File: src/rtl/fpmul_param_if.sv
// Handshake and operand/result bundle for the iterative FP multiplier.
interface fpmul_param_if #(
    parameter int EXP_W = 8,
    parameter int MAN_W = 23
);
    localparam int W = 1 + EXP_W + MAN_W;

    logic         Start;
    logic [W-1:0] A;
    logic [W-1:0] B;
    logic         Busy;
    logic         Done;
    logic [W-1:0] P;
    logic         OF;
    logic         UF;
    logic         NaNF;
    logic         InfF;
    logic         DNF;
    logic         ZF;

    modport master (
        output Start, A, B,
        input  Busy, Done, P, OF, UF, NaNF, InfF, DNF, ZF
    );

    modport slave (
        input  Start, A, B,
        output Busy, Done, P, OF, UF, NaNF, InfF, DNF, ZF
    );
endinterface

File: src/rtl/fpmul_param.sv
// Iterative shift-add floating-point multiplier, denormals flushed to zero.
// Define FPMUL_PARAM_RNE_EN for round-to-nearest-even, else truncation.
module fpmul_param #(
    parameter int EXP_W = 8,
    parameter int MAN_W = 23
) (
    input logic          Clk,
    input logic          Rst_n,
    fpmul_param_if.slave bus
);
    localparam int W  = 1 + EXP_W + MAN_W;
    localparam int N  = MAN_W + 1;
    localparam int PW = 2 * N;
    localparam int XW = EXP_W + 2;
    localparam int CW = $clog2(N + 1);

    localparam logic signed [XW-1:0] BIAS  = XW'((1 << (EXP_W - 1)) - 1);
    localparam logic signed [XW-1:0] EMAX  = XW'((1 << EXP_W) - 1);
    localparam logic signed [XW-1:0] EZERO = '0;
    localparam logic [W-1:0] QNAN =
        {1'b0, {EXP_W{1'b1}}, 1'b1, {(MAN_W-1){1'b0}}};

    typedef enum logic [2:0] {
        IDLE, CHECK, MUL, NORM, ROUND, PACK
    } state_t;

    typedef enum logic [1:0] {
        K_NUM, K_NAN, K_INF, K_ZERO
    } kind_t;

    state_t state, nxt;
    kind_t  kind_r, kind_c;

    logic [W-1:0]         a_r, b_r;
    logic [N-1:0]         mcand;
    logic [PW-1:0]        prod;
    logic [CW-1:0]        cnt;
    logic signed [XW-1:0] exp_r;
    logic [MAN_W-1:0]     mant_r;
    logic                 sign_r;
    logic                 dn_r;

    logic [W-1:0] p_r;
    logic of_r, uf_r, nan_r, inf_r, dnf_r, zf_r, done_r;

    logic [EXP_W-1:0] ea, eb;
    logic [MAN_W-1:0] fa, fb;
    logic nan_a, nan_b, inf_a, inf_b, dn_a, dn_b, zero_a, zero_b;
    logic signed [XW-1:0] exp_sum;
    logic [N:0]           sum_c;
    logic [MAN_W-1:0]     mant_c;
    logic [MAN_W:0]       rnd;
    logic is_nan, is_inf, is_zero, is_ovf, is_unf, is_fin;

    assign ea = a_r[W-2:MAN_W];
    assign eb = b_r[W-2:MAN_W];
    assign fa = a_r[MAN_W-1:0];
    assign fb = b_r[MAN_W-1:0];

    assign nan_a  = (&ea) & (|fa);
    assign nan_b  = (&eb) & (|fb);
    assign inf_a  = (&ea) & ~(|fa);
    assign inf_b  = (&eb) & ~(|fb);
    assign dn_a   = ~(|ea) & (|fa);
    assign dn_b   = ~(|eb) & (|fb);
    assign zero_a = ~(|ea);
    assign zero_b = ~(|eb);

    always_comb begin
        kind_c = K_NUM;
        if (nan_a | nan_b | (inf_a & zero_b) | (inf_b & zero_a))
            kind_c = K_NAN;
        else if (inf_a | inf_b)
            kind_c = K_INF;
        else if (zero_a | zero_b)
            kind_c = K_ZERO;
    end

    assign exp_sum = $signed({2'b00, ea}) + $signed({2'b00, eb}) - BIAS;

    // Add the multiplicand into the upper half when the multiplier LSB is set.
    assign sum_c = {1'b0, prod[PW-1:N]} + {1'b0, (prod[0] ? mcand : {N{1'b0}})};

    assign mant_c = prod[PW-3:N-1];

`ifdef FPMUL_PARAM_RNE_EN
    logic lost_r;
    logic g, s, inc;
    assign g   = prod[N-2];
    assign s   = (|prod[N-3:0]) | lost_r;
    assign inc = g & (s | mant_c[0]);
    assign rnd = {1'b0, mant_c} + {{MAN_W{1'b0}}, inc};
`else
    assign rnd = {1'b0, mant_c};
`endif

    assign is_nan  = (kind_r == K_NAN);
    assign is_inf  = (kind_r == K_INF);
    assign is_zero = (kind_r == K_ZERO);
    assign is_ovf  = (kind_r == K_NUM) & (exp_r >= EMAX);
    assign is_unf  = (kind_r == K_NUM) & (exp_r <= EZERO);
    assign is_fin  = (kind_r == K_NUM) & ~(exp_r >= EMAX) & ~(exp_r <= EZERO);

    always_ff @(posedge Clk or negedge Rst_n) begin
        if (!Rst_n)
            state <= IDLE;
        else
            state <= nxt;
    end

    always_comb begin
        nxt = state;
        unique case (state)
            IDLE:    if (bus.Start) nxt = CHECK;
            CHECK:   nxt = (kind_c == K_NUM) ? MUL : PACK;
            MUL:     if (cnt == CW'(N - 1)) nxt = NORM;
            NORM:    nxt = ROUND;
            ROUND:   nxt = PACK;
            PACK:    nxt = IDLE;
            default: nxt = IDLE;
        endcase
    end

    always_ff @(posedge Clk or negedge Rst_n) begin
        if (!Rst_n) begin
            a_r    <= '0;
            b_r    <= '0;
            mcand  <= '0;
            prod   <= '0;
            cnt    <= '0;
            exp_r  <= '0;
            mant_r <= '0;
            sign_r <= 1'b0;
            dn_r   <= 1'b0;
            kind_r <= K_NUM;
`ifdef FPMUL_PARAM_RNE_EN
            lost_r <= 1'b0;
`endif
            p_r    <= '0;
            of_r   <= 1'b0;
            uf_r   <= 1'b0;
            nan_r  <= 1'b0;
            inf_r  <= 1'b0;
            dnf_r  <= 1'b0;
            zf_r   <= 1'b0;
            done_r <= 1'b0;
        end else begin
            done_r <= (state == PACK);
            unique case (state)
                IDLE: begin
                    if (bus.Start) begin
                        a_r <= bus.A;
                        b_r <= bus.B;
                    end
                end
                CHECK: begin
                    sign_r <= a_r[W-1] ^ b_r[W-1];
                    kind_r <= kind_c;
                    dn_r   <= dn_a | dn_b;
                    exp_r  <= exp_sum;
                    mcand  <= {1'b1, fb};
                    prod   <= {{N{1'b0}}, 1'b1, fa};
                    cnt    <= '0;
`ifdef FPMUL_PARAM_RNE_EN
                    lost_r <= 1'b0;
`endif
                end
                MUL: begin
                    prod <= {sum_c, prod[N-1:1]};
                    cnt  <= cnt + 1'b1;
                end
                NORM: begin
                    if (prod[PW-1]) begin
                        prod  <= prod >> 1;
                        exp_r <= exp_r + XW'(1);
`ifdef FPMUL_PARAM_RNE_EN
                        lost_r <= prod[0];
`endif
                    end
                end
                ROUND: begin
                    // A carry out leaves 1.000..; the hidden bit absorbs it.
                    mant_r <= rnd[MAN_W-1:0];
                    if (rnd[MAN_W])
                        exp_r <= exp_r + XW'(1);
                end
                PACK: begin
                    of_r  <= 1'b0;
                    uf_r  <= 1'b0;
                    nan_r <= 1'b0;
                    inf_r <= 1'b0;
                    zf_r  <= 1'b0;
                    dnf_r <= dn_r;
                    unique case (1'b1)
                        is_nan: begin
                            p_r   <= QNAN;
                            nan_r <= 1'b1;
                        end
                        is_inf: begin
                            p_r   <= {sign_r, {EXP_W{1'b1}}, {MAN_W{1'b0}}};
                            inf_r <= 1'b1;
                        end
                        is_zero: begin
                            p_r  <= {sign_r, {(W-1){1'b0}}};
                            zf_r <= 1'b1;
                        end
                        is_ovf: begin
                            p_r   <= {sign_r, {EXP_W{1'b1}}, {MAN_W{1'b0}}};
                            of_r  <= 1'b1;
                            inf_r <= 1'b1;
                        end
                        is_unf: begin
                            p_r  <= {sign_r, {(W-1){1'b0}}};
                            uf_r <= 1'b1;
                            zf_r <= 1'b1;
                        end
                        is_fin: begin
                            p_r <= {sign_r, exp_r[EXP_W-1:0], mant_r};
                        end
                        default: p_r <= p_r;
                    endcase
                end
                default: ;
            endcase
        end
    end

    assign bus.Busy = (state != IDLE);
    assign bus.Done = done_r;
    assign bus.P    = p_r;
    assign bus.OF   = of_r;
    assign bus.UF   = uf_r;
    assign bus.NaNF = nan_r;
    assign bus.InfF = inf_r;
    assign bus.DNF  = dnf_r;
    assign bus.ZF   = zf_r;
endmodule

File: src/flat_wrapper.sv
// flat-port wrapper written by rule: the top's interface ports become plain ports
module fpmul_param_flat 
#(
    parameter int EXP_W = 8,
    parameter int MAN_W = 23
)
  (Clk, Rst_n, bus_Start, bus_A, bus_B, bus_Busy, bus_Done, bus_P, bus_OF, bus_UF, bus_NaNF, bus_InfF, bus_DNF, bus_ZF);
  fpmul_param_if #(.EXP_W(EXP_W), .MAN_W(MAN_W)) bus_i ();
  input logic Clk;
  input logic Rst_n;
  input wire logic [$bits(bus_i.Start)-1:0] bus_Start;
  input wire logic [$bits(bus_i.A)-1:0] bus_A;
  input wire logic [$bits(bus_i.B)-1:0] bus_B;
  output wire logic [$bits(bus_i.Busy)-1:0] bus_Busy;
  output wire logic [$bits(bus_i.Done)-1:0] bus_Done;
  output wire logic [$bits(bus_i.P)-1:0] bus_P;
  output wire logic [$bits(bus_i.OF)-1:0] bus_OF;
  output wire logic [$bits(bus_i.UF)-1:0] bus_UF;
  output wire logic [$bits(bus_i.NaNF)-1:0] bus_NaNF;
  output wire logic [$bits(bus_i.InfF)-1:0] bus_InfF;
  output wire logic [$bits(bus_i.DNF)-1:0] bus_DNF;
  output wire logic [$bits(bus_i.ZF)-1:0] bus_ZF;
  assign bus_i.Start = bus_Start;
  assign bus_i.A = bus_A;
  assign bus_i.B = bus_B;
  assign bus_Busy = bus_i.Busy;
  assign bus_Done = bus_i.Done;
  assign bus_P = bus_i.P;
  assign bus_OF = bus_i.OF;
  assign bus_UF = bus_i.UF;
  assign bus_NaNF = bus_i.NaNF;
  assign bus_InfF = bus_i.InfF;
  assign bus_DNF = bus_i.DNF;
  assign bus_ZF = bus_i.ZF;
  fpmul_param #(.EXP_W(EXP_W), .MAN_W(MAN_W)) u_core (.Clk(Clk), .Rst_n(Rst_n), .bus(bus_i));
endmodule
File: config.mk
export PLATFORM = sky130hd
export DESIGN_NAME = fpmul_param_flat
export DESIGN_NICKNAME = d
export VERILOG_FILES = /design/src/rtl/fpmul_param_if.sv /design/src/rtl/fpmul_param.sv /design/src/flat_wrapper.sv
export SDC_FILE = /design/constraint.sdc
export NUM_CORES = 1
export LEC_CHECK = 0
export ABC_AREA = 1
export ABC_CLOCK_PERIOD_IN_PS = 3420
export BUFFER_PORTS_ARGS = -buffer_cell sky130_fd_sc_hd__buf_2
export CORE_ASPECT_RATIO = 0.8
export CORE_MARGIN = 2
export CORE_UTILIZATION = 50
export DETAILED_ROUTE_END_ITERATION = 12
export PLACE_DENSITY = 0.69
export SETUP_SLACK_MARGIN = 0.1
export SYNTH_ARGS = -nofsm -noshare
export SYNTH_HDL_FRONTEND = slang
export SYNTH_SLANG_ARGS = --single-unit
File: constraint.sdc
create_clock -name Clk -period 3.42 [get_ports Clk]
set_clock_uncertainty 0.15 [all_clocks]
set_input_delay 0.342 -clock Clk [delete_from_list [all_inputs] [get_ports Clk]]
set_output_delay 0.342 -clock Clk [all_outputs]
set_load 0.01 [all_outputs]
==> flow_summary.ini <==
[sta]
layout_min_cycle_time_ns = 2.85
rsz0062_at_grt = false
worst_pin_slew_ns = 0.941
slew_headroom = 0.371
fin_crit_sh = 0.834
final_max_slew_viol_count = 0
fmax_ghz = 0.351
hold_viol_final = 0
holdWs_ns = 0.0619
setup_viol = 0
fin_setup_tns_ns = 0

[hold_path]
hp-start = bus_Start
min_path_cells = 3
hold_path_class = input pin to flip-flop
hold_end = u_core.state[0]$_DFFE_PN0P_

[clocking]
clk_pin_slew_ns = 0.07
htreeDepth = 1
clock-root-buffer = clkbuf_16
clk_latency_ns = 0.52
cts_setup_buffers = 0
cts_tree = done
clk_path_buf_depth = 3
clkSinkCount = 220
cts_buffers = 23

[power_and_ir_drop]
ir_drop_uv = 548
leakagePower_nw = 6.92
power.density_nw_per_um2 = 1010
total_power_mw = 13.7

[floorplan]
ioPinCount = 107
core_area_um2 = 22400
die_area_um2 = 24100
rows = 49
die_h_um = 139
initial_core_util = 0.510
die_w_um = 173

[placed_design]
globalplace.congestion = 0.943
place_inst = 1822
numPortBuffers = 106
hpwl_um = 20500

[routing]
first_iter_violations = 802
wl_um = 28700
wire_per_inst_um = 14.9
dr.pass1.iters = 5
drc = 0
num_vias = 10051
vias_per_cell = 5.22
ant_nets = 0

[flow_run]
maxCapViolations = 0

[final_layout]
finalNonFillerCells = 1924
area_growth_pct = 19.3
seq_area_um2 = 5510
n_fill_cell = 2034
layout-drive-gt1-share = 0.122
multi_input_area_um2 = 5060
diodes = 0
final_nets = 1711

[synthesis]
ys_seq_elements = 220
syn_area_um2 = 11400
syn_inst = 1449
synth.distinct_cells = 44
synth_top_cell_area_share = 0.481
postSynthAreaPerCell_um2 = 7.89
yosysWarningCount = 0
syn-num-nets = 1554
synth_area_leaders = dfrtp_1 48%, nand2_1 11%, o21ai_0 6.8%
yosysTopAreaCell = dfrtp_1
ys_seq_area_frac = 0.481

[critical_path]
crit_path_frequent_cell = nand2_1
cp_slowest_stage_delay_ns = 0.65
critPathMaxFanout = 17
required_ns = 3.68
rr_startpoint = u_core.prod[0]$_DFFE_PN0P_
regToRegSetupSlack_ns = 0.57
path_buf_inv = 3
crit_chain = nand2_1 > inv_1 > ha_1 > inv_1 > fa_1 > inv_1 > nand3_1 > nand2_1 > nand3_1 > nand2_1 > nand2_1 > nand2_1 > nand2_1 > nand2_1 > nand2_1 > nand3_1 > a21oi_1
cp.arrival_ns = 3.11
crit_family = simple AND/OR/NAND/NOR gates
crit_type = flip-flop to flip-flop
r2r.worst_path.cells = 17
startpoint_type = flip-flop
r2r-end = u_core.prod[39]$_DFFE_PN0P_
crit_path_top_delay_cell = dfrtp_1
endpoint_kind = flip-flop

[global_routing]
grt_pass1_wl_um = 47600
first_global_vias = 9262
antenna_found_initial = 0
grtUsageTotal = 0.240
globalRouteOverflowTotal = 0
grt_max_degree = 103

[status]
outcome = completed
kinds of logic after synthesis:
group,count (synthesis),share of synthesized area
AOI/OAI and AO/OA,334,0.155
xor gates and xnor gates,9,0.00689
adders and majority gates,38,0.0429
buffers and inverters,229,0.0782
DFF,220,0.481
muxes,12,0.0118
and+or+nand+nor,607,0.224
synth_stat cells:
master       n
o211ai_1     1
o21ai_4      1
a21oi_2      1
o22ai_1      4
clkbuf_1    33
xor2_1       9
a2bb2oi_1    1
buf_2       18
o221ai_1     2
nor2_2       1
nand3_1     61
a21oi_1    130
a221oi_1     1
o311ai_0     1
a22oi_1     14
nor4_1       1
fa_1         2
o21bai_1     4
and2_1       1
a31oi_1      4
nor2_1     144
nand4_1     32
o21ai_0    155
inv_1      168
nand2_1    327
inv_2        5
nor2_4       1
mux2_2      12
nand3b_1     6
or2_2       15
nor3_1      13
nand2_2      1
buf_1        1
clkbuf_2     1
o21a_1       3
buf_4        3
ha_1        36
o21ai_1      9
nor3_2       1
nor3_4       1
dfrtp_1    220
or2_1        1
o31ai_1      3
nand2_4      1
final cells by class:
type                       count  area share
inverter                     173      0.0476
tap                          306      0.0281
timing repair buffer         188      0.0993
clock buffer                  30      0.0463
sequential                   220       0.403
clock inverter                 7     0.00486
multi-input combinational   1000       0.371
metrics by stage:
step / setup slack, ns / cell area [um2] / util
2_1_floorplan: 0.794 / 11400 / -
3_3_place_gp: 0.682 / 12300 / 0.548
3_5_place_dp: 0.571 / 12300 / 0.548
4_1_cts: 0.603 / 13600 / 0.608
5_1_grt: 0.221 / 13600 / 0.608
6_report: 0.569 / 13600 / 0.608
registers in the layout, indices dropped and copies added (netlist names), 2 cells and up:
| register | cells |
|---|---|
| u_core.exp_r | 10 |
| u_core.mcand | 24 |
| u_core.state | 3 |
| u_core.kind_r | 2 |
| u_core.prod | 48 |
| u_core.mant_r | 23 |
| u_core.cnt | 5 |
| u_core.a_r | 32 |
| u_core.b_r | 32 |
| u_core.bus.P | 32 |
placed cells by master, fill, tap and decap left out, drive strengths merged, types with 15 or more instances in the layout:
cell type,n
a21oi,131
buf,122
clkbuf,31
dfrtp,220
dlygate4sd3,65
ha,36
inv,174
nand2,329
nand3,61
nand4,32
nor2,146
nor3,15
o21ai,165
or2,16
worst max path at each step:
| stage | cells past startpoint | startpoint | slack (ns) | to |
|---|---|---|---|---|
| 2_1_floorplan | 20 | u_core.prod[0]$_DFFE_PN0P_ | 0.79 | u_core.prod[47]$_DFFE_PN0P_ |
| 3_3_place_gp | 17 | u_core.prod[0]$_DFFE_PN0P_ | 0.68 | u_core.prod[39]$_DFFE_PN0P_ |
| 3_5_place_dp | 17 | u_core.prod[0]$_DFFE_PN0P_ | 0.57 | u_core.prod[39]$_DFFE_PN0P_ |
| 4_1_cts | 17 | u_core.prod[0]$_DFFE_PN0P_ | 0.60 | u_core.prod[39]$_DFFE_PN0P_ |
| 5_1_grt | 18 | u_core.prod[0]$_DFFE_PN0P_ | 0.22 | u_core.prod[47]$_DFFE_PN0P_ |
| 6_report | 17 | u_core.prod[0]$_DFFE_PN0P_ | 0.57 | u_core.prod[39]$_DFFE_PN0P_ |
layer usage:
metal  track usage  part of all wire  vias up
li1              -                 -     5062
met1         0.392              0.53     4671
met2         0.337              0.39      283
met3        0.0377             0.065       35
met4        0.0401             0.014        0
met5             0                 0        -
power breakdown:
part           total [mW]  switching (mW)  internal, mW
Combinational        6.81            4.43          2.38
Clock                2.36           0.997          1.37
Sequential           4.56           0.768          3.79
Total                13.7            6.20          7.54
what timing repair did:
| item | CTS | global route |
|---|---|---|
| endpoints found under the hold margin | 163 | 0 |
| hold buffers | 65 | 0 |
| resized for setup | 0 | 0 |
worst min-delay path, cell delays in order:
cell and delay (ns):
buf_2 0.11, o211ai_1 0.10, a21oi_1 0.12
No activity file was read; power rests on OpenSTA's default activity.
